### config.mk
export PLATFORM = sky130hd
export DESIGN_NAME = color_blob_tracker_flat
export DESIGN_NICKNAME = d
export VERILOG_FILES = /design/src/rtl/color_blob_tracker_if.sv /design/src/rtl/color_blob_tracker.sv /design/src/flat_wrapper.sv
export SDC_FILE = /design/constraint.sdc
export NUM_CORES = 1
export LEC_CHECK = 0
export ABC_AREA = 1
export BUFFER_PORTS_ARGS = -buffer_cell sky130_fd_sc_hd__buf_4
export CAP_MARGIN = 20
export CORE_ASPECT_RATIO = 0.9
export CORE_MARGIN = 3
export CORE_UTILIZATION = 50
export DETAILED_ROUTE_END_ITERATION = 10
export GPL_TIMING_DRIVEN = 1
export PLACE_DENSITY = 0.64
export SKIP_LAST_GASP = 1
export SLEW_MARGIN = 5
export SYNTH_ARGS = -nofsm -noshare
export SYNTH_HDL_FRONTEND = slang
export SYNTH_SLANG_ARGS = --single-unit
### constraint.sdc
create_clock -name clk -period 4 [get_ports clk]
set_input_delay 0.2 -clock clk [delete_from_list [all_inputs] [get_ports clk]]
set_output_delay 0.2 -clock clk [all_outputs]
set_load 0.005 [all_outputs]
### src/rtl/color_blob_tracker_if.sv
`default_nettype none
// ============================================================================
//  Module      : color_blob_tracker_if
//  Description : Pixel-mask stream in, per-frame blob statistics out.
//  Revision    : 1.0  initial release
// ============================================================================
interface color_blob_tracker_if #(
    parameter int DATA_WIDTH = 8,
    parameter int XW         = 10,
    parameter int YW         = 9
);
    localparam int c_cw = XW + YW;

    logic                  pix_valid;
    logic                  pix_sof;
    logic                  pix_eol;
    logic [DATA_WIDTH-1:0] mask;

    logic                  busy;
    logic                  res_valid;
    logic                  res_found;
    logic [c_cw-1:0]       res_count;
    logic [XW-1:0]         res_xmin;
    logic [XW-1:0]         res_xmax;
    logic [YW-1:0]         res_ymin;
    logic [YW-1:0]         res_ymax;
    logic [XW-1:0]         res_cx;
    logic [YW-1:0]         res_cy;
    logic                  frame_err;

    modport master (
        output pix_valid, pix_sof, pix_eol, mask,
        input  busy, res_valid, res_found, res_count,
        input  res_xmin, res_xmax, res_ymin, res_ymax, res_cx, res_cy, frame_err
    );

    modport slave (
        input  pix_valid, pix_sof, pix_eol, mask,
        output busy, res_valid, res_found, res_count,
        output res_xmin, res_xmax, res_ymin, res_ymax, res_cx, res_cy, frame_err
    );
endinterface
`default_nettype wire

### src/rtl/color_blob_tracker.sv
`default_nettype none
// ============================================================================
//  Module      : color_blob_tracker
//  Description : Per-frame object count, bounding box and centroid of a mask.
//  Revision    : 1.0  initial release
// ============================================================================
module color_blob_tracker #(
    parameter int DATA_WIDTH = 8,
    parameter int IMG_W      = 640,
    parameter int IMG_H      = 480,
    parameter int XW         = 10,
    parameter int YW         = 9,
    parameter int THRESH     = 127,
    parameter int MIN_PIXELS = 16
) (
    input  wire logic               clk,
    input  wire logic               rst,
    color_blob_tracker_if.slave     bus
);
    localparam int c_cw      = XW + YW;
    localparam int c_sxw     = c_cw + XW;
    localparam int c_syw     = c_cw + YW;
    localparam int c_div_cyc = (XW > YW) ? XW : YW;
    localparam int c_aw      = c_cw + c_div_cyc;
    localparam int c_dcw     = $clog2(c_div_cyc + 1);

    localparam logic [XW:0]           c_img_w    = (XW+1)'(IMG_W);
    localparam logic [XW:0]           c_x_one    = (XW+1)'(1);
    localparam logic [YW-1:0]         c_y_one    = YW'(1);
    localparam logic [XW-1:0]         c_xmin_rst = XW'(IMG_W - 1);
    localparam logic [YW-1:0]         c_last_y   = YW'(IMG_H - 1);
    localparam logic [c_cw-1:0]       c_min_pix  = c_cw'(MIN_PIXELS);
    localparam logic [DATA_WIDTH-1:0] c_thresh   = DATA_WIDTH'(THRESH);

    typedef enum logic [1:0] {
        S_IDLE   = 2'd0,
        S_ACTIVE = 2'd1,
        S_DIVIDE = 2'd2,
        S_REPORT = 2'd3
    } state_t;

    state_t              r_state;
    logic [XW:0]         r_x;
    logic [YW-1:0]       r_y;
    logic [c_cw-1:0]     r_cnt;
    logic [c_sxw-1:0]    r_sum_x;
    logic [c_syw-1:0]    r_sum_y;
    logic [XW-1:0]       r_xmin, r_xmax;
    logic [YW-1:0]       r_ymin, r_ymax;
    logic [c_aw-1:0]     r_rem_x, r_rem_y, r_div;
    logic [XW-1:0]       r_qx;
    logic [YW-1:0]       r_qy;
    logic [c_dcw-1:0]    r_dcnt;

    logic                r_busy, r_res_valid, r_res_found;
    logic [c_cw-1:0]     r_res_count;
    logic [XW-1:0]       r_res_xmin, r_res_xmax, r_res_cx;
    logic [YW-1:0]       r_res_ymin, r_res_ymax, r_res_cy;

    // A sof pixel is processed as x=0,y=0 against freshly cleared accumulators.
    logic                w_accept, w_restart, w_obj, w_last, w_found;
    logic [XW:0]         w_px, w_x_n;
    logic [XW-1:0]       w_px_s;
    logic [YW-1:0]       w_py, w_y_n;
    logic [c_cw-1:0]     w_cnt_b, w_cnt_n;
    logic [c_sxw-1:0]    w_sum_x_b, w_sum_x_n;
    logic [c_syw-1:0]    w_sum_y_b, w_sum_y_n;
    logic [XW-1:0]       w_xmin_b, w_xmax_b, w_xmin_n, w_xmax_n;
    logic [YW-1:0]       w_ymin_b, w_ymax_b, w_ymin_n, w_ymax_n;
    logic                w_bx, w_by;
    logic [XW-1:0]       w_qx_n;
    logic [YW-1:0]       w_qy_n;

    assign w_accept  = bus.pix_valid &&
                       ((r_state == S_IDLE && bus.pix_sof) || r_state == S_ACTIVE);
    assign w_restart = bus.pix_sof;
    assign w_px      = w_restart ? '0 : r_x;
    assign w_py      = w_restart ? '0 : r_y;
    assign w_px_s    = w_px[XW-1:0];
    assign w_obj     = (bus.mask > c_thresh) && (w_px < c_img_w);

    assign w_cnt_b   = w_restart ? '0         : r_cnt;
    assign w_sum_x_b = w_restart ? '0         : r_sum_x;
    assign w_sum_y_b = w_restart ? '0         : r_sum_y;
    assign w_xmin_b  = w_restart ? c_xmin_rst : r_xmin;
    assign w_xmax_b  = w_restart ? '0         : r_xmax;
    assign w_ymin_b  = w_restart ? c_last_y   : r_ymin;
    assign w_ymax_b  = w_restart ? '0         : r_ymax;

    assign w_cnt_n   = w_cnt_b + {{(c_cw-1){1'b0}}, w_obj};
    assign w_sum_x_n = w_sum_x_b + (w_obj ? c_sxw'(w_px) : '0);
    assign w_sum_y_n = w_sum_y_b + (w_obj ? c_syw'(w_py) : '0);
    assign w_xmin_n  = (w_obj && w_px_s < w_xmin_b) ? w_px_s : w_xmin_b;
    assign w_xmax_n  = (w_obj && w_px_s > w_xmax_b) ? w_px_s : w_xmax_b;
    assign w_ymin_n  = (w_obj && w_py   < w_ymin_b) ? w_py   : w_ymin_b;
    assign w_ymax_n  = (w_obj && w_py   > w_ymax_b) ? w_py   : w_ymax_b;

    assign w_x_n     = bus.pix_eol ? '0 : ((w_px == c_img_w) ? w_px : w_px + c_x_one);
    assign w_y_n     = bus.pix_eol ? w_py + c_y_one : w_py;
    assign w_last    = bus.pix_eol && (w_py == c_last_y);
    assign w_found   = (w_cnt_n >= c_min_pix);

    // Restoring division: r_div walks down from count<<(DIV_CYC-1) to count.
    assign w_bx      = (r_rem_x >= r_div);
    assign w_by      = (r_rem_y >= r_div);
    assign w_qx_n    = (r_qx << 1) | {{(XW-1){1'b0}}, w_bx};
    assign w_qy_n    = (r_qy << 1) | {{(YW-1){1'b0}}, w_by};

    always_ff @(posedge clk) begin
        if (rst) begin
            r_state     <= S_IDLE;
            r_x         <= '0;
            r_y         <= '0;
            r_cnt       <= '0;
            r_sum_x     <= '0;
            r_sum_y     <= '0;
            r_xmin      <= c_xmin_rst;
            r_xmax      <= '0;
            r_ymin      <= c_last_y;
            r_ymax      <= '0;
            r_rem_x     <= '0;
            r_rem_y     <= '0;
            r_div       <= '0;
            r_qx        <= '0;
            r_qy        <= '0;
            r_dcnt      <= '0;
            r_busy      <= 1'b0;
            r_res_valid <= 1'b0;
            r_res_found <= 1'b0;
            r_res_count <= '0;
            r_res_xmin  <= '0;
            r_res_xmax  <= '0;
            r_res_ymin  <= '0;
            r_res_ymax  <= '0;
            r_res_cx    <= '0;
            r_res_cy    <= '0;
        end else begin
            r_res_valid <= 1'b0;
            case (r_state)
                S_IDLE, S_ACTIVE: begin
                    if (w_accept) begin
                        r_x     <= w_x_n;
                        r_y     <= w_y_n;
                        r_cnt   <= w_cnt_n;
                        r_sum_x <= w_sum_x_n;
                        r_sum_y <= w_sum_y_n;
                        r_xmin  <= w_xmin_n;
                        r_xmax  <= w_xmax_n;
                        r_ymin  <= w_ymin_n;
                        r_ymax  <= w_ymax_n;
                        if (!w_last) begin
                            r_state <= S_ACTIVE;
                        end else if (w_found) begin
                            r_state <= S_DIVIDE;
                            r_busy  <= 1'b1;
                            r_rem_x <= c_aw'(w_sum_x_n);
                            r_rem_y <= c_aw'(w_sum_y_n);
                            r_div   <= c_aw'(w_cnt_n) << (c_div_cyc - 1);
                            r_qx    <= '0;
                            r_qy    <= '0;
                            r_dcnt  <= c_dcw'(c_div_cyc - 1);
                        end else begin
                            // Too few pixels: report count only, geometry zeroed.
                            r_state     <= S_REPORT;
                            r_busy      <= 1'b1;
                            r_res_valid <= 1'b1;
                            r_res_found <= 1'b0;
                            r_res_count <= w_cnt_n;
                            r_res_xmin  <= '0;
                            r_res_xmax  <= '0;
                            r_res_ymin  <= '0;
                            r_res_ymax  <= '0;
                            r_res_cx    <= '0;
                            r_res_cy    <= '0;
                        end
                    end
                end
                S_DIVIDE: begin
                    if (w_bx) r_rem_x <= r_rem_x - r_div;
                    if (w_by) r_rem_y <= r_rem_y - r_div;
                    r_div <= r_div >> 1;
                    r_qx  <= w_qx_n;
                    r_qy  <= w_qy_n;
                    if (r_dcnt == '0) begin
                        r_state     <= S_REPORT;
                        r_res_valid <= 1'b1;
                        r_res_found <= 1'b1;
                        r_res_count <= r_cnt;
                        r_res_xmin  <= r_xmin;
                        r_res_xmax  <= r_xmax;
                        r_res_ymin  <= r_ymin;
                        r_res_ymax  <= r_ymax;
                        r_res_cx    <= w_qx_n;
                        r_res_cy    <= w_qy_n;
                    end else begin
                        r_dcnt <= r_dcnt - c_dcw'(1);
                    end
                end
                S_REPORT: begin
                    r_state <= S_IDLE;
                    r_busy  <= 1'b0;
                end
                default: begin
                    r_state <= S_IDLE;
                    r_busy  <= 1'b0;
                end
            endcase
        end
    end

    assign bus.busy      = r_busy;
    assign bus.res_valid = r_res_valid;
    assign bus.res_found = r_res_found;
    assign bus.res_count = r_res_count;
    assign bus.res_xmin  = r_res_xmin;
    assign bus.res_xmax  = r_res_xmax;
    assign bus.res_ymin  = r_res_ymin;
    assign bus.res_ymax  = r_res_ymax;
    assign bus.res_cx    = r_res_cx;
    assign bus.res_cy    = r_res_cy;
    // Flags a sof arriving inside an unfinished frame, in the same cycle.
    assign bus.frame_err = !rst && (r_state == S_ACTIVE) && bus.pix_valid && bus.pix_sof;

endmodule
`default_nettype wire
### src/flat_wrapper.sv
// flat-port wrapper written by rule: the top's interface ports become plain ports
module color_blob_tracker_flat 
#(
    parameter int DATA_WIDTH = 8,
    parameter int IMG_W      = 640,
    parameter int IMG_H      = 480,
    parameter int XW         = 10,
    parameter int YW         = 9,
    parameter int THRESH     = 127,
    parameter int MIN_PIXELS = 16
)
  (clk, rst, bus_pix_valid, bus_pix_sof, bus_pix_eol, bus_mask, bus_busy, bus_res_valid, bus_res_found, bus_res_count, bus_res_xmin, bus_res_xmax, bus_res_ymin, bus_res_ymax, bus_res_cx, bus_res_cy, bus_frame_err);
  color_blob_tracker_if #(.DATA_WIDTH(DATA_WIDTH), .XW(XW), .YW(YW)) bus_i ();
  input  wire logic clk;
  input  wire logic rst;
  input wire logic [$bits(bus_i.pix_valid)-1:0] bus_pix_valid;
  input wire logic [$bits(bus_i.pix_sof)-1:0] bus_pix_sof;
  input wire logic [$bits(bus_i.pix_eol)-1:0] bus_pix_eol;
  input wire logic [$bits(bus_i.mask)-1:0] bus_mask;
  output wire logic [$bits(bus_i.busy)-1:0] bus_busy;
  output wire logic [$bits(bus_i.res_valid)-1:0] bus_res_valid;
  output wire logic [$bits(bus_i.res_found)-1:0] bus_res_found;
  output wire logic [$bits(bus_i.res_count)-1:0] bus_res_count;
  output wire logic [$bits(bus_i.res_xmin)-1:0] bus_res_xmin;
  output wire logic [$bits(bus_i.res_xmax)-1:0] bus_res_xmax;
  output wire logic [$bits(bus_i.res_ymin)-1:0] bus_res_ymin;
  output wire logic [$bits(bus_i.res_ymax)-1:0] bus_res_ymax;
  output wire logic [$bits(bus_i.res_cx)-1:0] bus_res_cx;
  output wire logic [$bits(bus_i.res_cy)-1:0] bus_res_cy;
  output wire logic [$bits(bus_i.frame_err)-1:0] bus_frame_err;
  assign bus_i.pix_valid = bus_pix_valid;
  assign bus_i.pix_sof = bus_pix_sof;
  assign bus_i.pix_eol = bus_pix_eol;
  assign bus_i.mask = bus_mask;
  assign bus_busy = bus_i.busy;
  assign bus_res_valid = bus_i.res_valid;
  assign bus_res_found = bus_i.res_found;
  assign bus_res_count = bus_i.res_count;
  assign bus_res_xmin = bus_i.res_xmin;
  assign bus_res_xmax = bus_i.res_xmax;
  assign bus_res_ymin = bus_i.res_ymin;
  assign bus_res_ymax = bus_i.res_ymax;
  assign bus_res_cx = bus_i.res_cx;
  assign bus_res_cy = bus_i.res_cy;
  assign bus_frame_err = bus_i.frame_err;
  color_blob_tracker #(.DATA_WIDTH(DATA_WIDTH), .IMG_W(IMG_W), .IMG_H(IMG_H), .XW(XW), .YW(YW), .THRESH(THRESH), .MIN_PIXELS(MIN_PIXELS)) u_core (.clk(clk), .rst(rst), .bus(bus_i));
endmodule
# Yosys cells after proc, flatten, opt, wreduce, memory -nomap -nowiden
# Index checks and enable logic that the tools add are counted.
# classes
n_bitwise	2
mux	86
addsub	8
order_cmp	9
reduce_logical	26
eq_ne	13
# op_table
operator	n
29-bit two-way mux	12
29-bit one-hot mux with 2 select lines	3
9-bit two-way mux	16
10-bit two-way mux	10
19-bit two-way mux	5
9-bit one-hot mux with 2 select lines	4
10-bit one-hot mux with 2 select lines	3
29-bit >= comparator	2
29-bit subtractor	2
11-bit two-way mux	4
19-bit one-hot mux with 2 select lines	1
29-bit adder	1
28-bit adder	1
28-bit two-way mux	1
8-bit two-way mux	3
5-bit AND reduction	4
19-bit by 1-bit adder with 19-bit output	1
19-bit by 5-bit >= comparator with 1-bit output, second input constant	1
4-bit two-way mux	4
8-bit one-hot mux with 2 select lines	1
2-bit by 1-bit inequality test with 1-bit output, second input constant	6
11-bit by 1-bit adder with 11-bit output, second input constant	1
11-bit by 10-bit equality test with 1-bit output, second input constant	1
1-bit logical AND	11
other kinds (28)	46
# word_totals
input_bits	13
regBits	323
output_inout_bits	80
wordCells	170

# Depth between registers and ports, before layout
# Gate-level depths: netlist of the first run.
# logic_depth
depth_word	9
depth_mapped	28
mapped_depth_nobuf	24

# Least setup slack after synthesis of the first run
# No wires, ideal clock.
# synth_path
path_kind	input port to flip-flop
startpoint	input port bus_pix_sof
endpoint	register u_core.r_res_cy[3] (netlist: u_core.bus.res_cy[3])
path_stages	27
setup_slack_ns	0.296
setup_ns	0.068
required_time_ns	3.932
arrival_time_ns	3.636
n_path_buf	9
path_cell_list	buf_4 > buf_6 > buf_2 > buf_2 > buf_2 > buf_1 > clkbuf_1 > nor2_1 > ha_1 > ha_1 > nand2_1 > inv_1 > nand2_1 > nand2_1 > o21ai_1 > nand3_1 > nor2_1 > nand3_1 > nor2_4 > nand2_4 > nand2_2 > nand2_4 > clkinv_2 > buf_6 > buf_6 > nand3_2 > a21oi_2
# synth_via
elab_chain_cells	7
word_cells_on_any_way	16
# synth_lines
item	line_no	text
start, declared	flat_wrapper.sv:17	input wire logic [$bits(bus_i.pix_sof)-1:0] bus_pix_sof;
11-bit two-way mux	color_blob_tracker.sv:77	assign w_px = w_restart ? '0 : r_x;
11-bit by 10-bit less-than comparator with 1-bit output	color_blob_tracker.sv:80	assign w_obj = (bus.mask > c_thresh) && (w_px < c_img_w);
1-bit logical AND	color_blob_tracker.sv:80	
19-bit by 1-bit adder with 19-bit output	color_blob_tracker.sv:90	assign w_cnt_n = w_cnt_b + {{(c_cw-1){1'b0}}, w_obj};
19-bit by 5-bit >= comparator with 1-bit output	color_blob_tracker.sv:101	assign w_found = (w_cnt_n >= c_min_pix);
2-bit inequality test (no source line)	n/a	
5-bit AND reduction (no source line) *	n/a	
end signal, assigned	color_blob_tracker.sv:194	r_res_cy <= w_qy_n;
end, declared	color_blob_tracker.sv:58	logic [YW-1:0] r_res_ymin, r_res_ymax, r_res_cy;
# Every way passes the cells marked *; elsewhere a longest branch is shown, timed or not.
# A chain may end at the register's enable or synchronous reset.

# Worst setup path after layout of the first run
# layout_path
startpoint	register u_core.r_x[9]
endpoint	register u_core.r_div[15]
# layout_via
elab_chain_cells	8
word_cells_on_any_way	11
# layout_lines
item	line_no	text
start, declared	color_blob_tracker.sv:43	logic [XW:0] r_x;
start signal, assigned	color_blob_tracker.sv:142	r_x <= w_x_n;
11-bit two-way mux *	color_blob_tracker.sv:77	
11-bit by 10-bit less-than comparator with 1-bit output *	color_blob_tracker.sv:80	
1-bit logical AND *	color_blob_tracker.sv:80	
19-bit by 1-bit adder with 19-bit output *	color_blob_tracker.sv:90	
parallel branches: the longest is 4 deep, another holds 19-bit by 5-bit >= comparator with 1-bit output	n/a	
end signal, assigned	color_blob_tracker.sv:158	r_div <= c_aw'(w_cnt_n) << (c_div_cyc - 1);
end signal, assigned	color_blob_tracker.sv:181	r_div <= r_div >> 1;
end, declared	color_blob_tracker.sv:50	logic [c_aw-1:0] r_rem_x, r_rem_y, r_div;
# Mark *: on every way between the ends. The select of a mux whose other input is x is not followed.

==> impl_metrics.yaml, run 1 <==
run_status:
  status: "finished clean"
clocking:
  htreeDepth: 2
  cts_setup_buffers: 0
  clkTransAtPathRegs_ps: 70
  clock-sinks: 322
  holdBufCountCts: 0
  cts_buffers: 37
  clockBufferDepth: 3
  insertion_delay_ps: 560
  clock-root-buffer: "clkbuf_16"
  tritoncts: "done"
global_route:
  grt_max_degree: 137
  grt_pass1_vias: 20100
  grt_pass1_wl_mm: 106
  grt.total_usage: 0.290
  antenna_found_initial: 4
  grt-ovfl-total: 0
yosys:
  synth.avg_cell_area_um2: 6.44
  synth-async-reset-ratio: 0
  synth_nets: 3393
  yosysWarningCount: 0
  synth_ff_type: "dfxtp_1"
  synth_edf_count: 0
  synth.ff_latch_count: 322
  synth_area_mm2: 0.0210
  synth_cell_types: 49
  synth_cells: 3258
  ys_seq_area_frac: 0.307
cells_and_area:
  layout_common_cells: "749 x nand2_1, 396 x nor2_1, 351 x a21oi_1"
  synthToLayoutAreaGrowth_pct: 11.4
  regArea_mm2: 0.00645
  nFillCells: 4037
  final_nets: 3416
  final_common_cell: "nand2_1"
  multi_input_area_mm2: 0.0126
  drive_above_1_share: 0.0777
  final_util: 0.569
  antenna_cells: 0
  finalNonFillerCells: 3849
floorplanning:
  initial_core_util: 0.511
  io_pins: 93
  die_h_um: 200
  coreArea_mm2: 0.0411
  die_area_mm2: 0.0445
  core.rowCount: 70
  die_width_um: 222
detailed_routing:
  drcViolationCount: 0
  detail-route-antenna-nets: 0
  via_per_inst: 5.53
  drt-initial-drc-count: 1587
  vias: 21300
  dr.pass1.iters: 6
  wl_per_cell_um: 17.1
  postRouteWirelength_mm: 65.9
sta:
  final_max_slew_viol_count: 0
  finClkSkew_ps: 21.9
  period_share: 0.883
  fmax_ghz: 0.283
  worst_slack_ps: 468
  finalSetupViolCount: 0
  post-route-min-period_ps: 3530
  worstMarginPinSlew_ps: 921
  rsz0062_at_grt: "no"
  relSlewSlack: 0.384
  finalSetupTns_ps: 0
  hold_violations: 0
worst_setup_path:
  critical_path_required_ps: 4400
  worstSetupEndpointType: "register"
  r2r_slack_ps: 470
  crit_path_start_kind: "register"
  crit_type: "reg2reg"
  arrival_ps: 3930
  path_max_fanout: 21
power_and_ir_drop:
  leakage_nw: 10.7
  p_total_mw: 7.64
  ir_drop_v: 0.000373
  powerDensity_mw_per_mm2: 327
hold_path:
  hold_class: "in2reg"
placement:
  hpwl_mm: 48.0
  gp_congestion: 0.942
  io_buffers: 85
  preCtsSetupSlack_ps: 178
  placed_cells: 3782
flow_run:
  cap_violations: 0
## worst max-delay path, stage by stage (launching register included)
cell and delay (ps):
dfxtp_1 310, inv_1 70, nor2_1 50, o21ai_0 80, nand3_1 120, inv_1 180
ha_2 300, ha_1 250, nand2_1 130, nor2_4 200, nand3_1 120, nand2_1 140
nand3_1 90, nor2_1 120, nand3_1 130, nor2_4 150, nand2_4 80, nand2_4 210
nand2_4 150, buf_4 280, o21ai_0 100, a21oi_1 80
## metrics by stage
step	hold WS, ps	instance area [µm²]
after global placement	439	22100
after detailed placement	447	22100
after floorplan	430	21000
after CTS	20.9	23400
after global routing	62.3	23400
final	49.2	23400
## power by group
part | leakage, nW | internal [mW] | switching (mW)
combinational | 7.50 | 0.187 | 0.443
sequential | 2.62 | 3.30 | 0.0709
clock | 0.624 | 2.21 | 1.43
total | 10.7 | 5.69 | 1.94
## sequential cells by signal, summed over array words and instances, names as in the netlist, 10 cells and up
signal and count:
u_core.r_xmax 10, u_core.r_div 28, u_core.r_rem_y 29, u_core.bus.res_xmax 10, u_core.r_x 11, u_core.bus.res_cx 10
u_core.r_rem_x 29, u_core.r_cnt 19, u_core.r_xmin 10, u_core.r_sum_x 29, u_core.r_sum_y 28, u_core.bus.res_xmin 10
u_core.bus.res_count 19
## per-layer routing
metal  wire length, µm  up-vias  part of all wire  GRT usage
li1                  -    10700                 -          -
met1             31200     9845              0.47      0.410
met2             28400      599              0.43      0.446
met3              4210      126             0.064     0.0507
met4              2050        8             0.031     0.0966
met5                90        -            0.0014          0
## synth_stat cells, types with 16 or more instances
cell	n	area share
nand2_1	749	0.13
nand3_1	221	0.053
dfxtp_1	322	0.31
inv_1	345	0.062
o21ai_0	247	0.059
nand4_1	35	0.010
a21oi_1	351	0.084
clkbuf_1	91	0.016
nor2_1	398	0.071
o211ai_1	35	0.013
xnor2_1	32	0.013
a31oi_1	16	0.0048
buf_2	25	0.0060
nor3_1	45	0.011
ha_1	118	0.070
nand3b_1	17	0.0061
buf_1	20	0.0036
xor2_1	48	0.020
or2_2	17	0.0051
## path summary, 6_finish.rpt
check / start / to / cells past startpoint
setup / recovery: u_core.r_x[9] / u_core.r_div[15] / 21
setup reg to reg: u_core.r_x[9] / u_core.r_div[15] / 21
hold / removal: bus_pix_eol / u_core.r_y[2] / 5
hold reg to reg: u_core.r_sum_x[0] / u_core.r_sum_x[0] / 2
## what timing repair did
action	4_1_cts	5_1_grt
gates resized for setup	0	5
endpoints found under the setup margin	0	68
endpoints found under the hold margin	0	0
## area by class of cell
cell class | count | share of cell area
multi-input combinational | 2432 | 0.537
timing repair buffer | 134 | 0.0465
sequential | 322 | 0.276
clock inverter | 13 | 0.00883
clock buffer | 54 | 0.0463
inverter | 354 | 0.0572
tap | 540 | 0.0289
## cell families after synthesis
logic type	count (synthesis)	share of synthesized area
AND/OR/NAND/NOR	1531	0.311
buffers and inverters	504	0.0963
adder cells (fa/ha/maj)	122	0.0741
XOR/XNOR	80	0.0334
flip-flops	322	0.307
AO/OA/AOI/OAI	699	0.178
No activity file was read; power rests on OpenSTA's default activity.
==> run 2, diff against run 1 <==
--- a/config.mk
+++ b/config.mk
@@ -5,7 +5,6 @@
 export SDC_FILE = /design/constraint.sdc
 export NUM_CORES = 1
 export LEC_CHECK = 0
-export ABC_AREA = 1
 export BUFFER_PORTS_ARGS = -buffer_cell sky130_fd_sc_hd__buf_4
 export CAP_MARGIN = 20
 export CORE_ASPECT_RATIO = 0.9
==> run 2 against run 1 <==
  * Total power shrank 7.8%
  * Clock skew down 2.8 ps
  * Die area decreased by 5.4%
  * Critical path depth is 4 lower
  * Critical endpoint is now u_core.bus.res_count[17]
  * Final area fell by 2.8%
  * Largest power group unchanged
  * Register-to-register slack lost 250 ps
  * Sequential cell count is the same
  * Routed wire length is 7.6% lower
==> impl_metrics.yaml, run 2 <==
run_status:
  status: "finished clean"
power_and_ir_drop:
  powerDensity_mw_per_mm2: 310
  leakage_nw: 9.29
  ir_drop_v: 0.000322
  p_total_mw: 7.04
floorplanning:
  die_area_mm2: 0.0421
  die_h_um: 195
  core.rowCount: 68
  io_pins: 93
  die_width_um: 216
  coreArea_mm2: 0.0387
  initial_core_util: 0.512
sta:
  final_max_slew_viol_count: 0
  period_share: 0.944
  post-route-min-period_ps: 3780
  worstMarginPinSlew_ps: 835
  whs_ps: 90.0
  fmax_ghz: 0.265
  finClkSkew_ps: 19.2
  finalSetupViolCount: 0
  hold_violations: 0
  relSlewSlack: 0.443
yosys:
  synth_edf_count: 0
  synth.avg_cell_area_um2: 7.87
  synth_ff_type: "dfxtp_1"
  synthTopCellsByArea: "dfxtp_1 33%, ha_1 7.4%, nand2_1 6.0%"
  synth-async-reset-ratio: 0
  ys_seq_area_frac: 0.325
  yosys-top-cells-count: "322 x dfxtp_1, 315 x nand2_1, 221 x a21oi_1"
  synth_nets: 2656
  synth_top_area_share: 0.325
  synth_area_mm2: 0.0198
  synth.ff_latch_count: 322
  yosysWarningCount: 0
  synth.most_common_cell: "dfxtp_1"
  synth_top_area_cell: "dfxtp_1"
  synth_cells: 2521
  synth_cell_types: 91
placement:
  io_buffers: 85
  gp_congestion: 0.976
  hpwl_mm: 43.5
worst_setup_path:
  path_max_fanout: 8
  crit_type: "reg2reg"
  slowest_stage: "or4_4"
  worstSetupEndpointType: "register"
  cpMostUsedCell: "a21oi_1"
  crit_path_start_kind: "register"
  critical_path.cell_chain: "o21a_1 > o21ai_1 > nand2_1 > inv_2 > ha_2 > ha_4 > nand3b_1 > buf_4 > nor3_4 > mux2i_1 > a21oi_1 > or4_4 > o31ai_4 > buf_6 > buf_12 > a21oi_1 > a311oi_1"
  arrival_ps: 4230
  slowest_delay_ps: 580
  critical_path_required_ps: 4450
cells_and_area:
  final_nets: 2732
  layout_common_cells: "322 x dfxtp_1, 315 x nand2_1, 220 x a21oi_1"
  reg_top3: "u_core.r_rem_x: 29 flops, u_core.r_rem_y: 29 flops, u_core.r_sum_x: 29 flops"
  antenna_cells: 0
  nFillCells: 3585
  synthToLayoutAreaGrowth_pct: 14.7
  drive_above_1_share: 0.114
  final_common_cell: "dfxtp_1"
  final_util: 0.587
detailed_routing:
  postRouteWirelength_mm: 60.9
  vias: 19300
  dr.pass1.iters: 5
  wl_per_cell_um: 19.4
  via_per_inst: 6.12
  detail-route-antenna-nets: 0
  drcViolationCount: 0
  drt-initial-drc-count: 1832
global_route:
  antenna_found_initial: 0
  grt_pass1_vias: 18000
  grt.total_usage: 0.281
  grt_max_degree: 88
  grt-ovfl-total: 0
  grt_pass1_wl_mm: 97.4
clocking:
  htreeDepth: 2
  cts_buffers: 37
  clock-root-buffer: "clkbuf_16"
  tritoncts: "done"
  insertion_delay_ps: 560
  clock-sinks: 322
  clkTransAtPathRegs_ps: 60
  clockBufferDepth: 3
flow_run:
  cap_violations: 0
hold_path:
  hold_class: "in2reg"
[run 2: cell count changes in the layout (fill, tap and decap cells not counted), moves of 72 or more]
| cell | previous run | this run |
|---|---|---|
| a22o_1 | 0 | 72 |
| a21oi_1 | 351 | 220 |
| nand2_1 | 749 | 315 |
| nor2_1 | 396 | 203 |
| nand3_1 | 221 | 90 |
| inv_1 | 343 | 88 |
| o21ai_0 | 247 | 146 |
[run 2: area by class of cell]
class,count,area (µm²),area share
tap,525,657,0.0289
multi-input combinational,1951,12500,0.550
sequential,322,6450,0.284
inverter,94,353,0.0155
clock inverter,13,156,0.00688
clock buffer,52,1070,0.0472
timing repair buffer,191,1550,0.0681
[run 2: path summary, 6_finish.rpt]
kind / to / slack, ps / cells after the start / from
max: u_core.bus.res_count[17] / 220 / 17 / u_core.r_x[7]
min: u_core.r_cnt[18] / 90 / 2 / rst
max reg2reg: u_core.bus.res_count[17] / 220 / 17 / u_core.r_x[7]
min reg2reg: u_core.r_sum_x[7] / 450 / 2 / u_core.r_sum_x[7]
[run 2: report_power, final]
part / internal, mW / switching (mW)
combinational: 0.0936 / 0.243
clock: 2.07 / 1.39
sequential: 3.23 / 0.0164
total: 5.39 / 1.65
[run 2: timing repair]
item	CTS	global route
buffers inserted	0	3
resized for setup	0	7
cloned	0	0
hold buffers	1	0
hold endpoints to repair	1	0
setup endpoints to repair	38	137
pin swaps	0	3
[run 2: routing by layer]
metal,part of all wire,track usage
met4,0.017,0.0620
met2,0.45,0.449
met3,0.064,0.0405
met5,0,0
met1,0.47,0.404
[run 2: critical path, delay by kind of cell, from the launching register on]
family / cells / cell delay (ps)
buffers and inverters: 4 / 660
AND/OR/NAND/NOR: 4 / 1000
AO/OA/AOI/OAI: 6 / 1150
multiplexers: 1 / 210
flip-flops: 1 / 310
adder cells (fa/ha/maj): 2 / 340
[run 2: per-stage QoR]
stage          cell area (µm²)  setup TNS, ps  instances  worst slack, ps
5_1_grt                  22700         -0.149       3148           -0.149
3_5_place_dp             21400              0       3077             1.74
4_1_cts                  22600           -504       3143            -35.4
2_1_floorplan            19900          -1790       2521            -42.6
3_3_place_gp             21400              0       3076             84.2
6_report                 22700              0       3148              222
[run 2: logic make-up (layout without fill, tap and decap cells)]
| logic type | count (synthesis) | in the layout | synth area share |
|---|---|---|---|
| muxes | 28 | 28 | 0.0142 |
| adders and majority gates | 122 | 122 | 0.0785 |
| xor gates and xnor gates | 100 | 100 | 0.0442 |
| buffers and inverters | 248 | 350 | 0.0501 |
| and+or+nand+nor | 898 | 898 | 0.216 |
| AOI/OAI and AO/OA | 803 | 803 | 0.272 |
| DFF | 322 | 322 | 0.325 |
==> run 3, diff against run 2 <==
--- a/config.mk
+++ b/config.mk
@@ -10,6 +10,7 @@
 export CORE_ASPECT_RATIO = 0.9
 export CORE_MARGIN = 3
 export CORE_UTILIZATION = 50
+export CTS_BUF_LIST = sky130_fd_sc_hd__clkbuf_4
 export DETAILED_ROUTE_END_ITERATION = 10
 export GPL_TIMING_DRIVEN = 1
 export PLACE_DENSITY = 0.64
==> run 3 against run 2 <==
  * Clock skew is 28 ps higher
  * Sequential share of layout area is the same
  * Routed wire length is 1.8% higher
  * Total power down 2.8%
  * Sequential power about the same
  * Worst hold slack improved by 22 ps
  * Largest cell class unchanged
  * Largest power group unchanged
==> impl_metrics.yaml, run 3 (synthesized netlist as in run 2, its figures left out) <==
placement:
  io_buffers: 85
  hpwl_mm: 43.5
  preCtsSetupSlack_ps: 1.74
  gp_congestion: 0.976
  placed_cells: 3077
global_route:
  grt_max_degree: 88
  grt-ovfl-total: 0
  grt.total_usage: 0.286
  antenna_found_initial: 2
  grt_pass1_wl_mm: 98.7
  grt_pass1_vias: 18600
sta:
  final_max_slew_viol_count: 0
  worst_slack_ps: 253
  fmax_ghz: 0.267
  finClkSkew_ps: 47.2
  worstMarginPinSlew_ps: 1050
  hold_violations: 0
  relSlewSlack: 0.301
  post-route-min-period_ps: 3750
  period_share: 0.937
  rsz0062_at_grt: "no"
  finalSetupViolCount: 0
cells_and_area:
  multi_input_area_mm2: 0.0125
  nFillCells: 3649
  drive_above_1_share: 0.140
  synthToLayoutAreaGrowth_pct: 14.7
  final_common_cell: "dfxtp_1"
  reg_top3: "u_core.r_rem_x: 29 flops, u_core.r_rem_y: 29 flops, u_core.r_sum_x: 29 flops"
  regArea_mm2: 0.00645
  final_nets: 2787
  layout_common_cells: "322 x dfxtp_1, 315 x nand2_1, 220 x a21oi_1"
  finalNonFillerCells: 3246
power_and_ir_drop:
  powerDensity_mw_per_mm2: 301
  leakage_nw: 9.40
  ir_drop_v: 0.000182
  p_total_mw: 6.84
clocking:
  clock-root-buffer: "clkbuf_4"
  insertion_delay_ps: 840
  cts_buffers: 88
  htreeDepth: 3
  clock-sinks: 322
  tritoncts: "done"
  clockBufferDepth: 3
  clkTransAtPathRegs_ps: 60
run_status:
  status: "finished clean"
worst_setup_path:
  reg2reg_from: "u_core.r_x[7]"
  critical_path_required_ps: 4690
  ff2ff_path_depth: 16
  slowest_stage: "or4_4"
  arrival_ps: 4440
  r2r-end: "u_core.bus.res_ymin[2]"
  path_max_fanout: 35
  worstSetupEndpointType: "register"
  crit_type: "reg2reg"
  r2r_slack_ps: 250
  slowest_delay_ps: 580
  crit_path_start_kind: "register"
  critical_path.cell_chain: "o21a_1 > o21ai_2 > nand2_1 > inv_2 > ha_2 > ha_4 > nand3b_1 > buf_4 > nor3_4 > mux2i_1 > a21oi_1 > or4_4 > o31ai_4 > a21oi_4 > buf_12 > a22o_1"
floorplanning:
  die_width_um: 216
  io_pins: 93
  core.rowCount: 68
  die_area_mm2: 0.0421
  die_h_um: 195
  coreArea_mm2: 0.0387
  initial_core_util: 0.512
detailed_routing:
  wl_per_cell_um: 19.1
  postRouteWirelength_mm: 62.0
  detail-route-antenna-nets: 0
  via_per_inst: 6.05
  drcViolationCount: 0
  drt-initial-drc-count: 1814
  dr.pass1.iters: 6
  vias: 19600
hold_path:
  hold_class: "in2reg"
  hold_end: "u_core.r_div[9]"
  hold_depth: 5
  hold_path.startpoint: "bus_mask[7]"
flow_run:
  cap_violations: 0
run 3: timing repair:
item / 4_1_cts / 5_1_grt
setup buffers: 0 / 3
endpoints found under the hold margin: 87 / 0
gates cloned: 0 / 2
hold buffers: 4 / 0
pin swaps: 0 / 4
gates resized for setup: 0 / 8
endpoints found under the setup margin: 13 / 124
run 3: final cells by class:
cell class	count	share of cell area
timing repair buffer	195	0.0684
inverter	94	0.0155
clock inverter	29	0.0113
tap	525	0.0289
multi-input combinational	1951	0.550
clock buffer	127	0.0419
sequential	322	0.284
antenna	3	0.000330
run 3: per-layer routing:
layer  wire, µm  track usage  part of all wire
met3       4380       0.0521             0.071
met5          0            0                 0
met1      29100        0.400              0.47
met4       1300       0.0861             0.021
met2      27300        0.449              0.44
run 3: critical path: cells and delay by family, from the launching register on:
family | cells | cell delay (ps)
AND/OR/NAND/NOR | 4 | 990
multiplexers | 1 | 210
adder cells (fa/ha/maj) | 2 | 340
AO/OA/AOI/OAI | 6 | 1230
buffers and inverters | 3 | 550
flip-flops | 1 | 310
run 3: metrics by stage:
step           hold WS, ps  utilization  setup TNS [ps]  cell area [µm²]
6_report               112        0.587               0            22700
3_5_place_dp           443        0.552               0            21400
3_3_place_gp           437        0.552               0            21400
2_1_floorplan          432            -           -1790            19900
4_1_cts               88.9        0.585            -182            22600
5_1_grt               79.9        0.587               0            22700
run 3: how the worst max path moves through the flow:
stage	start	to	slack [ps]	cells past startpoint
floorplan	bus_pix_sof	u_core.bus.res_cx[9]	-40	18
global placement	u_core.r_x[7]	u_core.bus.res_xmin[5]	80	14
detailed placement	u_core.r_x[7]	u_core.bus.res_xmin[8]	2	14
CTS	u_core.r_x[7]	u_core.bus.res_xmin[8]	-30	14
global route	u_core.r_x[7]	u_core.bus.res_ymin[3]	50	16
finish	u_core.r_x[7]	u_core.bus.res_ymin[2]	250	16
run 3: report_power, final:
group / internal, mW / total (mW) / switching, mW
clock: 1.78 / 3.26 / 1.47
sequential: 3.22 / 3.24 / 0.0168
combinational: 0.0951 / 0.340 / 0.245
total: 5.10 / 6.84 / 1.73
